<file path="src/rtl/fetch_queue_unit.sv">
// Instruction-fetch front end: owns the fetch PC, issues aligned line requests,
// splits returned lines from the PC's slot onward and buffers them in a circular queue.
module fetch_queue_unit #(
  parameter int ADDR_LEN    = 32,
  parameter int INSN_LEN    = 32,
  parameter int FETCH_WIDTH = 2,
  parameter int QDEPTH      = 8,
  parameter logic [ADDR_LEN-1:0] RESET_PC = '0
) (
  input  logic                            clk_i,
  input  logic                            reset_i,
  output logic                            imem_req_o,
  output logic [ADDR_LEN-1:0]             imem_addr_o,
  input  logic                            imem_valid_i,
  input  logic [FETCH_WIDTH*INSN_LEN-1:0] imem_rdata_i,
  input  logic                            redirect_i,
  input  logic [ADDR_LEN-1:0]             redirect_pc_i,
  output logic                            inst_valid_o,
  output logic [INSN_LEN-1:0]             inst_o,
  output logic [ADDR_LEN-1:0]             inst_pc_o,
  input  logic                            inst_ready_i,
  output logic [$clog2(QDEPTH):0]         count_o
);

  localparam int LFW = $clog2(FETCH_WIDTH);
  localparam int QAW = $clog2(QDEPTH);
  localparam int CW  = QAW + 1;

  logic [ADDR_LEN-1:0] fpc;
  logic [QAW-1:0]      head, tail;
  logic [CW-1:0]       count;
  logic                outstanding, squash;
  logic [LFW-1:0]      req_off;

  logic [INSN_LEN-1:0] mem_inst [QDEPTH];
  logic [ADDR_LEN-1:0] mem_pc   [QDEPTH];

  logic [LFW-1:0]      off;
  logic [CW-1:0]       needed, free, n_push;
  logic [ADDR_LEN-1:0] line_base;
  logic                resp, push, pop;
  logic [QAW-1:0]      wr_idx [FETCH_WIDTH];
  logic                unused_pc_bits;

  // Word-aligned PCs: the two byte-offset bits never carry information.
  assign unused_pc_bits = ^{redirect_pc_i[1:0], fpc[1:0]};

  assign off       = fpc[LFW+1:2];
  assign needed    = CW'(FETCH_WIDTH) - CW'(off);
  assign free      = CW'(QDEPTH) - count;
  assign n_push    = CW'(FETCH_WIDTH) - CW'(req_off);
  assign line_base = {fpc[ADDR_LEN-1:LFW+2], {(LFW+2){1'b0}}};

  assign resp = imem_valid_i && outstanding;
  assign push = resp && !squash && !redirect_i;
  assign pop  = inst_valid_o && inst_ready_i && !redirect_i;

  assign imem_req_o   = reset_i && !outstanding && (free >= needed) && !redirect_i;
  assign imem_addr_o  = line_base;
  assign inst_valid_o = (count != '0);
  assign inst_o       = inst_valid_o ? mem_inst[head] : '0;
  assign inst_pc_o    = inst_valid_o ? mem_pc[head]   : '0;
  assign count_o      = count;

  always_comb begin
    for (int k = 0; k < FETCH_WIDTH; k++) begin
      wr_idx[k] = tail + QAW'(k) - QAW'(req_off);
    end
  end

  always_ff @(posedge clk_i or negedge reset_i) begin
    if (!reset_i) begin
      fpc         <= RESET_PC;
      head        <= '0;
      tail        <= '0;
      count       <= '0;
      outstanding <= 1'b0;
      squash      <= 1'b0;
      req_off     <= '0;
    end else if (redirect_i) begin
      fpc   <= redirect_pc_i & ~ADDR_LEN'(3);
      head  <= '0;
      tail  <= '0;
      count <= '0;
      // A response landing this cycle is simply dropped; otherwise mark the next one stale.
      if (resp) begin
        outstanding <= 1'b0;
        squash      <= 1'b0;
      end else if (outstanding) begin
        squash <= 1'b1;
      end
    end else begin
      if (resp) begin
        outstanding <= 1'b0;
        squash      <= 1'b0;
        if (!squash) fpc <= line_base + ADDR_LEN'(4 * FETCH_WIDTH);
      end else if (imem_req_o) begin
        outstanding <= 1'b1;
        req_off     <= off;
      end
      if (push) tail <= tail + QAW'(n_push);
      if (pop)  head <= head + 1'b1;
      count <= count + (push ? n_push : CW'(0)) - CW'(pop);
    end
  end

  // Queue storage needs no reset: outputs are gated by occupancy.
  always_ff @(posedge clk_i) begin
    if (push) begin
      for (int k = 0; k < FETCH_WIDTH; k++) begin
        if (k >= int'(req_off)) begin
          mem_inst[wr_idx[k]] <= imem_rdata_i[k*INSN_LEN +: INSN_LEN];
          mem_pc[wr_idx[k]]   <= line_base + ADDR_LEN'(4 * k);
        end
      end
    end
  end

endmodule

</file>
<file path="config.mk">
export PLATFORM = sky130hd
export DESIGN_NAME = fetch_queue_unit
export DESIGN_NICKNAME = d
export VERILOG_FILES = /design/src/rtl/fetch_queue_unit.sv
export SDC_FILE = /design/constraint.sdc
export NUM_CORES = 1
export LEC_CHECK = 0
export CAP_MARGIN = 20
export CORE_MARGIN = 2
export CORE_UTILIZATION = 64
export DETAILED_ROUTE_END_ITERATION = 10
export GPL_ROUTABILITY_DRIVEN = 0
export GPL_TIMING_DRIVEN = 0
export PLACE_DENSITY_LB_ADDON = 0.15
export SYNTH_ARGS = -nofsm -noshare
export SYNTH_HDL_FRONTEND = slang
export SYNTH_SLANG_ARGS = --single-unit
</file>
<file path="constraint.sdc">
create_clock -name clk_i -period 10.5 [get_ports clk_i]
set_input_delay 2.1 -clock clk_i [delete_from_list [all_inputs] [get_ports clk_i]]
set_output_delay 2.1 -clock clk_i [all_outputs]
set_load 0.005 [all_outputs]
</file>
==> flow_metrics.env, run 1 <==
export IMPL_vias_per_cell=6.39
export IMPL_yosysTopAreaCell="edfxtp_1"
export IMPL_setup_violations=0
export IMPL_first_global_vias=16900
export IMPL_worst_r2r_cell_count=9
export IMPL_netSwitchingFraction_pct=28.0
export IMPL_min_path_cells=2
export IMPL_wl_met2_um=33100
export IMPL_fmax_mhz=162
export IMPL_regArea_um2=15900
export IMPL_dieArea_um2=43000
export IMPL_cts_root_buf="clkbuf_16"
export IMPL_cts_resized_gates=0
export IMPL_yosys_top_cells_area="edfxtp_1 55%, mux2_2 11%, mux4_2 11%, dfrtp_1 4.1%, and2_1 2.5%"
export IMPL_synth_edf_count=488
export IMPL_layout_drive_gt1_share_pct=27.7
export IMPL_layout_commonest_cell="edfxtp_1"
export IMPL_clockPowerShare_pct=30.3
export IMPL_ctsHoldBuffers=0
export IMPL_p_leak_uw=0.0105
export IMPL_top_layer="met5"
export IMPL_final_cell_mix="488 x edfxtp_1, 257 x mux2_2, 193 x clkdlybuf4s50_1"
export IMPL_ys_ff_latch=539
export IMPL_ios=203
export IMPL_reg2reg_from="req_off"
export IMPL_ant_nets=0
export IMPL_gr_total_overflow=0
export IMPL_rsz0062_at_grt="false"
export IMPL_drt_initial_drc_count=1765
export IMPL_cts_sink_count=539
export IMPL_placedCellCount=2466
export IMPL_r2r_end="mem_inst[5][17]"
export IMPL_clk_pin_slew_ns=0.06
export IMPL_routedWlPerCell_um=26.0
export IMPL_hpwl_um=42500
export IMPL_comb_power_share_pct=29.0
export IMPL_yosys_warnings=0
export IMPL_hold_ws_ns=0.442
export IMPL_finalSetupTns_ns=0
export IMPL_slew_headroom_pct=23.8
export IMPL_insertion_delay_ns=0.61
export IMPL_cts_buffers=53
export IMPL_maxSlewViolCount=0
export IMPL_hold_viol=0
export IMPL_cp_data_arrival_time_ns=4.08
export IMPL_seqPwrFrac_pct=40.6
export IMPL_wl_met3_um=5830
export IMPL_synth_cell_types=52
export IMPL_async_flop_share_pct=7.98
export IMPL_core_area_um2=40800
export IMPL_cp_max_fo=10
export IMPL_cts_path_max_buffers=3
export IMPL_numPortBuffers=194
export IMPL_grt_usage_pct=31.1
export IMPL_h_tree_depth=2
export IMPL_status="complete, no violations"
export IMPL_worstHoldStart="mem_pc[2][2]"
export IMPL_dieWidth_um=207
export IMPL_post_place_ws_ns=4.71
export IMPL_cp_required_ns=8.40
export IMPL_start_kind="flip-flop"
export IMPL_post_cts_repair_setup_buffers=0
export IMPL_first_pass_iters=5
export IMPL_min_period_over_period_pct=58.9
export IMPL_num_vias=16400
export IMPL_wl_um=66800
export IMPL_grt_max_degree=44
export IMPL_period_needed_ns=6.18
export IMPL_vdd_drop_max_mv=0.141
export IMPL_power_switching_uw=1710
export IMPL_power_internal_uw=4400
export IMPL_setup_ws_ns=4.32
export IMPL_stdcell_count=2563
export IMPL_synthCells=1725
export IMPL_antenna_found_initial=3
export IMPL_multi_input_area_um2=9660
export IMPL_end_kind="primary output"
export IMPL_worst_setup_path_type="reg2out"
export IMPL_area_growth_pct=17.4
export IMPL_yosys_most_used_dff="edfxtp_1"
export IMPL_cts_tree="built"
export IMPL_power_density_nw_per_um2=197
export IMPL_die_height_um=207
export IMPL_synth_yosys_seq_area_share_pct=60.1
export IMPL_hold_path_class="reg2reg"
export IMPL_drc_errors=0
export IMPL_final_fill_count=2486
export IMPL_grt_first_pass_wirelength_um=101000
export IMPL_initial_core_util_pct=64.8
export IMPL_syn_area_um2=26500
export IMPL_worstMarginPinSlew_ns=1.14
export IMPL_maxCapViolations=0
export IMPL_hold_path_end="mem_pc[2][2]"
export IMPL_finClkSkew_ns=0.0154
export IMPL_avgSynthCellArea_um2=15.3
export IMPL_synth_top_area_share_pct=55.4
export IMPL_nets=2110
export IMPL_rows=74
export IMPL_wl_met1_um=26000
export IMPL_r2r_setup_slack_ns=6.25
## power by group through the flow
stage               Sequential [uW]  Combinational [uW]  Clock, uW
global placement               2530                1710          0
detailed placement             2520                1760          0
finish                         2480                1770       1850
global route                   2490                1900       1940
CTS                            2480                1770       1860
floorplan                      2510                 972          0
## Yosys cell counts, types with 20 or more instances
cell and instances:
edfxtp_1 488, mux2_2 257, mux4_2 124, nor2_1 111
and2_1 107, nor2b_1 99, clkbuf_1 80, mux2i_1 63
dfrtp_1 43, buf_2 39, buf_4 34, nand2_1 32
inv_1 24, a31oi_1 20
## per-layer routing
layer	up-vias	GRT usage, %
met5	-	0
met4	2	9.61
met3	133	6.02
met2	867	52.0
met1	8294	41.8
li1	7084	-
## cells by family (layout without fill, tap and decap cells)
family / count (synthesis) / count (layout) / share of synthesized area, %
xor+xnor: 20 / 20 / 0.662
fa+ha+maj: 18 / 18 / 0.908
compound gates: 81 / 81 / 1.94
mux: 444 / 444 / 23.9
simple gates: 427 / 427 / 9.05
buf+inv: 195 / 495 / 3.46
other cells: 1 / 7 / 0.0142
flops: 539 / 539 / 60.1
## metrics by stage
stage,util [%],total power (uW),cell area [um2]
CTS,76.0,6110,31000
global placement,71.2,4230,29100
detailed placement,71.9,4280,29300
global route,76.0,6330,31000
finish,76.0,6110,31100
floorplan,-,3480,26500
## state kept, by name, indices dropped and copies added, names as in the netlist
signal       count
fpc             30
mem_inst       256
req_off          1
head             3
outstanding      1
squash           1
tail             3
mem_pc         240
count_o          4
## critical path: stages, from the launching register on
cell and delay, ns:
dfrtp_1 0.35, clkbuf_1 0.43, clkbuf_1 0.68, clkbuf_1 0.69, mux4_2 0.42, mux2i_1 0.37
nor2_1 0.08, clkdlybuf4s50_1 0.46
## how the worst max path moves through the flow
stage	from	slack [ns]	to	cells after the start
2_1_floorplan	redirect_i	5.08	mem_inst[0][0]	6
3_3_place_gp	imem_valid_i	2.26	mem_pc[2][26]	7
3_5_place_dp	imem_valid_i	4.71	mem_pc[5][9]	7
4_1_cts	head[1]	4.36	inst_pc_o[30]	7
5_1_grt	head[1]	4.24	inst_pc_o[30]	7
6_report	head[1]	4.32	inst_pc_o[30]	7
## area by class of cell
class	instances	share of cell area (%)
diodes	2	0.0161
plain buffers	169	2.68
clock buffers	79	5.08
clock inverters	14	0.318
inverters	26	0.347
multi-input cells	995	31.1
flip-flops and latches	539	51.2
well taps	532	2.14
repair buffers	207	7.13
No activity file was read; power rests on OpenSTA's default activity.
==> run 2, diff against run 1 <==
--- a/config.mk
+++ b/config.mk
@@ -7,7 +7,7 @@
 export LEC_CHECK = 0
 export CAP_MARGIN = 20
 export CORE_MARGIN = 2
-export CORE_UTILIZATION = 64
+export CORE_UTILIZATION = 53
 export DETAILED_ROUTE_END_ITERATION = 10
 export GPL_ROUTABILITY_DRIVEN = 0
 export GPL_TIMING_DRIVEN = 0
==> constraint.sdc (replaced) <==
create_clock -name clk_i -period 5.3 [get_ports clk_i]
set_input_delay 1.06 -clock clk_i [delete_from_list [all_inputs] [get_ports clk_i]]
set_output_delay 1.06 -clock clk_i [all_outputs]
set_load 0.005 [all_outputs]
==> run 2 against run 1 <==
Critical path depth is the same. Die area grew 20%. Hold slack lost 0.013 ns. Largest power group unchanged. Critical endpoint is now inst_pc_o[10]. Worst setup slack lost 4.2 ns.
==> flow_metrics.env, run 2 (synthesis gave the netlist of run 1 again) <==
export IMPL_min_period_over_period_pct=98.5
export IMPL_ctsHoldBuffers=0
export IMPL_cts_root_buf="clkbuf_16"
export IMPL_vdd_drop_max_mv=0.325
export IMPL_r2r_setup_slack_ns=1.16
export IMPL_clk_pin_slew_ns=0.06
export IMPL_finClkSkew_ns=0.0179
export IMPL_cp_max_fo=10
export IMPL_grt_usage_pct=26.7
export IMPL_slew_headroom_pct=23.0
export IMPL_cp_required_ns=4.24
export IMPL_first_global_vias=16600
export IMPL_grt_max_degree=46
export IMPL_status="complete, no violations"
export IMPL_nets=2114
export IMPL_cp_data_arrival_time_ns=4.16
export IMPL_cts_tree="built"
export IMPL_worst_r2r_cell_count=9
export IMPL_num_vias=16000
export IMPL_gr_total_overflow=0
export IMPL_critical_path_buf_inv_count=4
export IMPL_cts_path_max_buffers=3
export IMPL_drc_errors=0
export IMPL_layout_drive_gt1_share_pct=27.8
export IMPL_fmax_mhz=192
export IMPL_antenna_found_initial=2
export IMPL_setup_violations=0
export IMPL_dieWidth_um=227
export IMPL_period_needed_ns=5.22
export IMPL_insertion_delay_ns=0.61
export IMPL_regArea_um2=15900
export IMPL_die_height_um=227
export IMPL_r2r_end="mem_pc[1][12]"
export IMPL_first_pass_iters=5
export IMPL_crit_top_cell="clkbuf_1"
export IMPL_post_cts_repair_setup_buffers=0
export IMPL_hpwl_um=43300
export IMPL_drt_initial_drc_count=1397
export IMPL_cts_buffers=57
export IMPL_wl_um=67900
export IMPL_cts_resized_gates=0
export IMPL_cp_top_family="buffers and inverters"
export IMPL_vias_per_cell=5.92
export IMPL_hold_ws_ns=0.429
export IMPL_end_kind="primary output"
export IMPL_grt_first_pass_wirelength_um=101000
export IMPL_final_fill_count=3744
export IMPL_hold_viol=0
export IMPL_worst_setup_path_type="reg2out"
export IMPL_rows=81
export IMPL_ant_nets=0
export IMPL_layout_commonest_cell="edfxtp_1"
export IMPL_routedWlPerCell_um=25.1
export IMPL_h_tree_depth=2
export IMPL_largest_reg_flops=256
export IMPL_maxSlewViolCount=0
export IMPL_area_growth_pct=18.5
export IMPL_start_kind="flip-flop"
export IMPL_p_leak_uw=0.0106
export IMPL_initial_core_util_pct=53.9
export IMPL_finalSetupTns_ns=0
export IMPL_slowest_delay_ns=0.73
export IMPL_worstMarginPinSlew_ns=1.15
export IMPL_core_area_um2=49100
export IMPL_dieArea_um2=51700
export IMPL_crit_path_top_delay_cell="clkbuf_1"
export IMPL_cp_cell_sequence="clkbuf_1 -> clkbuf_1 -> clkbuf_1 -> mux4_2 -> mux2i_1 -> nor2_1 -> clkdlybuf4s50_1"
export IMPL_ios=203
export IMPL_rsz0062_at_grt="false"
export IMPL_power_density_nw_per_um2=394
export IMPL_final_cell_mix="488 x edfxtp_1, 257 x mux2_2, 193 x clkdlybuf4s50_1"
export IMPL_hold_path_class="in2async"
export IMPL_numPortBuffers=194
export IMPL_cts_sink_count=539
export IMPL_maxCapViolations=0
export IMPL_multi_input_area_um2=9660
export IMPL_reg2reg_from="req_off"
[run 2: changes by cell type in the layout (fill, tap and decap cells not counted), sizes merged]
cell | before | now
bufinv | 1 | 6
clkinvlp | 2 | 3
buf | 103 | 102
clkinv | 11 | 29
diode | 2 | 3
clkbuf | 159 | 148
[run 2: final cells by class]
cell class                 instances  share of cell area, %
clock buffer                      67                   4.70
antenna                            3                 0.0239
tap                              664                   2.65
sequential                       539                   50.7
multi-input combinational        995                   30.8
inverter                          26                  0.343
buffer                           169                   2.66
clock inverter                    38                   1.06
timing repair buffer             207                   7.08
[run 2: worst max path at each step]
stage / from / endpoint / slack [ns] / depth (start not counted)
after floorplan: redirect_i / mem_inst[0][0] / 0.92 / 6
after global routing: head[1] / inst_pc_o[10] / 0.005 / 7
after detailed placement: imem_valid_i / mem_pc[1][11] / 0.50 / 7
final: head[1] / inst_pc_o[10] / 0.08 / 7
after CTS: head[1] / inst_pc_o[10] / 0.11 / 7
after global placement: imem_valid_i / mem_pc[2][28] / -1.95 / 7
[run 2: worst register-to-register path, cell delays in order, from the launching register on]
cell	delay (ns)
dfrtp_1	0.56
inv_1	0.12
ha_1	0.21
ha_1	0.26
clkbuf_1	0.23
nor4b_2	1.04
a31oi_1	0.19
clkbuf_1	0.38
inv_4	0.50
buf_16	0.32
[run 2: power by group]
| group | internal [uW] | total, uW | switching [uW] |
|---|---|---|---|
| clock network | 2270 | 3930 | 1660 |
| logic | 1790 | 3500 | 1710 |
| registers | 4810 | 4910 | 99.5 |
| total | 8870 | 12300 | 3470 |
[run 2: metal layers]
metal / routed length (um) / share of wire (%) / track usage (%) / vias up
met5: 10 / 0.015 / 0 / -
met2: 33800 / 50 / 44.9 / 644
met1: 27700 / 41 / 35.9 / 8171
li1: - / - / - / 7098
met4: 1530 / 2.2 / 7.51 / 2
met3: 4790 / 7.0 / 4.71 / 108
[run 2: stage by stage]
stage	cell area (um2)	setup WS, ns	util (%)	power [uW]	cells
2_1_floorplan	26500	0.921	-	6900	1729
3_3_place_gp	29200	-1.95	59.6	8460	2587
3_5_place_dp	29500	0.499	60.2	8520	2597
4_1_cts	31300	0.111	63.8	12400	2702
5_1_grt	31300	0.00487	63.9	12900	2705
6_report	31400	0.0812	63.9	12300	2708
==> run 3, diff against run 2 <==
--- a/config.mk
+++ b/config.mk
@@ -12,6 +12,7 @@
 export GPL_ROUTABILITY_DRIVEN = 0
 export GPL_TIMING_DRIVEN = 0
 export PLACE_DENSITY_LB_ADDON = 0.15
+export SKIP_LAST_GASP = 1
 export SYNTH_ARGS = -nofsm -noshare
 export SYNTH_HDL_FRONTEND = slang
 export SYNTH_SLANG_ARGS = --single-unit
==> constraint.sdc (replaced) <==
create_clock -name clk_i -period 4.5 [get_ports clk_i]
set_input_delay 0.9 -clock clk_i [delete_from_list [all_inputs] [get_ports clk_i]]
set_output_delay 0.9 -clock clk_i [all_outputs]
set_load 0.005 [all_outputs]
==> run 3 against run 2 <==
Sequential power increased by 18%. Sequential cell count unchanged. Highest routed layer unchanged. Critical endpoint unchanged. Register-to-register slack got worse by 0.78 ns. Cell count decreased by 0.11%.
==> flow_metrics.env, run 3 (synthesis gave the netlist of run 1 again) <==
export IMPL_num_vias=16100
export IMPL_placed_cell_area_um2=29500
export IMPL_critPathLaunch="head[2]"
export IMPL_drt_initial_drc_count=1335
export IMPL_slowest_delay_ns=0.80
export IMPL_cts_buffers=57
export IMPL_routedWlPerCell_um=25.1
export IMPL_drc_errors=0
export IMPL_antenna_found_initial=2
export IMPL_cp_max_fo=10
export IMPL_worst_r2r_cell_count=9
export IMPL_ios=203
export IMPL_vias_per_cell=5.94
export IMPL_layout_commonest_cell="edfxtp_1"
export IMPL_placedCellCount=2597
export IMPL_cp_data_arrival_time_ns=3.54
export IMPL_hold_viol=0
export IMPL_p_leak_uw=0.0106
export IMPL_power_uw=14500
export IMPL_rows=81
export IMPL_endpoint="inst_pc_o[10]"
export IMPL_rsz0062_at_grt="true"
export IMPL_maxCapViolations=0
export IMPL_cts_tree="built"
export IMPL_grt_first_pass_wirelength_um=101000
export IMPL_cts_root_buf="clkbuf_16"
export IMPL_largest_reg_flops=256
export IMPL_setup_violations=0
export IMPL_end_kind="primary output"
export IMPL_fin_area_um2=31400
export IMPL_reg2reg_from="req_off"
export IMPL_cts_sink_count=539
export IMPL_cp_required_ns=3.60
export IMPL_worstMarginPinSlew_ns=1.16
export IMPL_final_core_util_pct=64.0
export IMPL_ctsHoldBuffers=0
export IMPL_insertion_delay_ns=0.62
export IMPL_vdd_drop_max_mv=0.382
export IMPL_clk_pin_slew_ns=0.06
export IMPL_initial_core_util_pct=53.9
export IMPL_numPortBuffers=194
export IMPL_h_tree_depth=2
export IMPL_nets=2111
export IMPL_worst_setup_path_type="reg2out"
export IMPL_die_height_um=227
export IMPL_stdcell_count=2705
export IMPL_dieWidth_um=227
export IMPL_hpwl_um=43300
export IMPL_fmax_mhz=225
export IMPL_area_growth_pct=18.6
export IMPL_ant_nets=0
export IMPL_grt_max_degree=46
export IMPL_period_needed_ns=4.44
export IMPL_r2r_setup_slack_ns=0.38
export IMPL_start_kind="flip-flop"
export IMPL_finClkSkew_ns=0.0188
export IMPL_first_global_vias=16500
export IMPL_status="complete, no violations"
export IMPL_cts_path_max_buffers=3
export IMPL_hold_path_class="in2async"
export IMPL_first_pass_iters=7
export IMPL_wl_um=67900
export IMPL_power_density_nw_per_um2=464
export IMPL_core_area_um2=49100
export IMPL_cp_cell_sequence="clkbuf_1 -> buf_1 -> mux2i_1 -> nor2_1 -> clkdlybuf4s50_1"
export IMPL_r2r_end="mem_pc[1][12]"
export IMPL_maxSlewViolCount=0
export IMPL_min_period_over_period_pct=98.7
export IMPL_crit_path_top_delay_cell="buf_1"
export IMPL_post_cts_repair_setup_buffers=0
export IMPL_finalSetupTns_ns=0
export IMPL_grt_usage_pct=26.7
export IMPL_layout_drive_gt1_share_pct=28.2
export IMPL_slew_headroom_pct=22.7
export IMPL_final_cell_mix="488 x edfxtp_1, 257 x mux2_2, 193 x clkdlybuf4s50_1"
export IMPL_gr_total_overflow=0
export IMPL_dieArea_um2=51700
[run 3: changes by cell type in the layout (fill, tap and decap cells not counted)]
cell | previous run | this run
clkbuf_4 | 5 | 6
buf_2 | 40 | 37
clkbuf_1 | 85 | 77
buf_1 | 15 | 12
clkdlybuf4s15_2 | 0 | 2
clkbuf_2 | 0 | 6
clkdlybuf4s15_1 | 0 | 1
buf_4 | 34 | 36
buf_6 | 4 | 3
[run 3: repair_timing]
item	in CTS	in global routing
gates resized for setup	13	1
pin swaps	0	0
setup endpoints to repair	59	3
[run 3: metrics by stage]
stage	setup WS, ns	hold WS, ns
finish	0.0604	0.267
global route	-0.00359	0.283
global placement	-2.59	0.428
floorplan	0.281	0.418
detailed placement	-0.141	0.433
CTS	0.0611	0.246
[run 3: worst max-delay path, delay by kind of cell, from the launching register on]
kind	cells	cell delay, ns
buffers and inverters	3	2.08
flip-flops	1	0.32
multiplexers	1	0.20
AND/OR/NAND/NOR	1	0.32
[run 3: routing by layer]
| layer | GRT usage [%] | part of all wire, % |
|---|---|---|
| met5 | 0 | 0.015 |
| met4 | 7.44 | 2.4 |
| met3 | 4.59 | 6.8 |
| met2 | 44.9 | 50 |
| met1 | 36.0 | 41 |
[run 3: worst min path at each step]
stage	startpoint	endpoint	slack [ns]	depth (start not counted)
finish	reset_i	head[1]	0.27	1
CTS	reset_i	head[0]	0.25	1
detailed placement	mem_pc[2][2]	mem_pc[2][2]	0.43	2
floorplan	mem_pc[2][2]	mem_pc[2][2]	0.42	2
global route	reset_i	fpc[6]	0.28	1
global placement	mem_pc[6][2]	mem_pc[6][2]	0.43	2
[run 3: power breakdown]
part	internal, uW	switching, uW
sequential	5670	138
combinational	2120	2000
clock	2670	1960
total	10500	4090
[run 3: layout make-up]
class | instances | area (um2)
Clock inverter | 38 | 333
Multi-Input combinational cell | 995 | 9660
Fill cell | 3740 | 17700
Inverter | 26 | 108
Sequential cell | 539 | 15900
Antenna cell | 3 | 7.51
Tap cell | 664 | 831
Timing Repair Buffer | 206 | 2210
Clock buffer | 67 | 1470
Buffer | 167 | 862
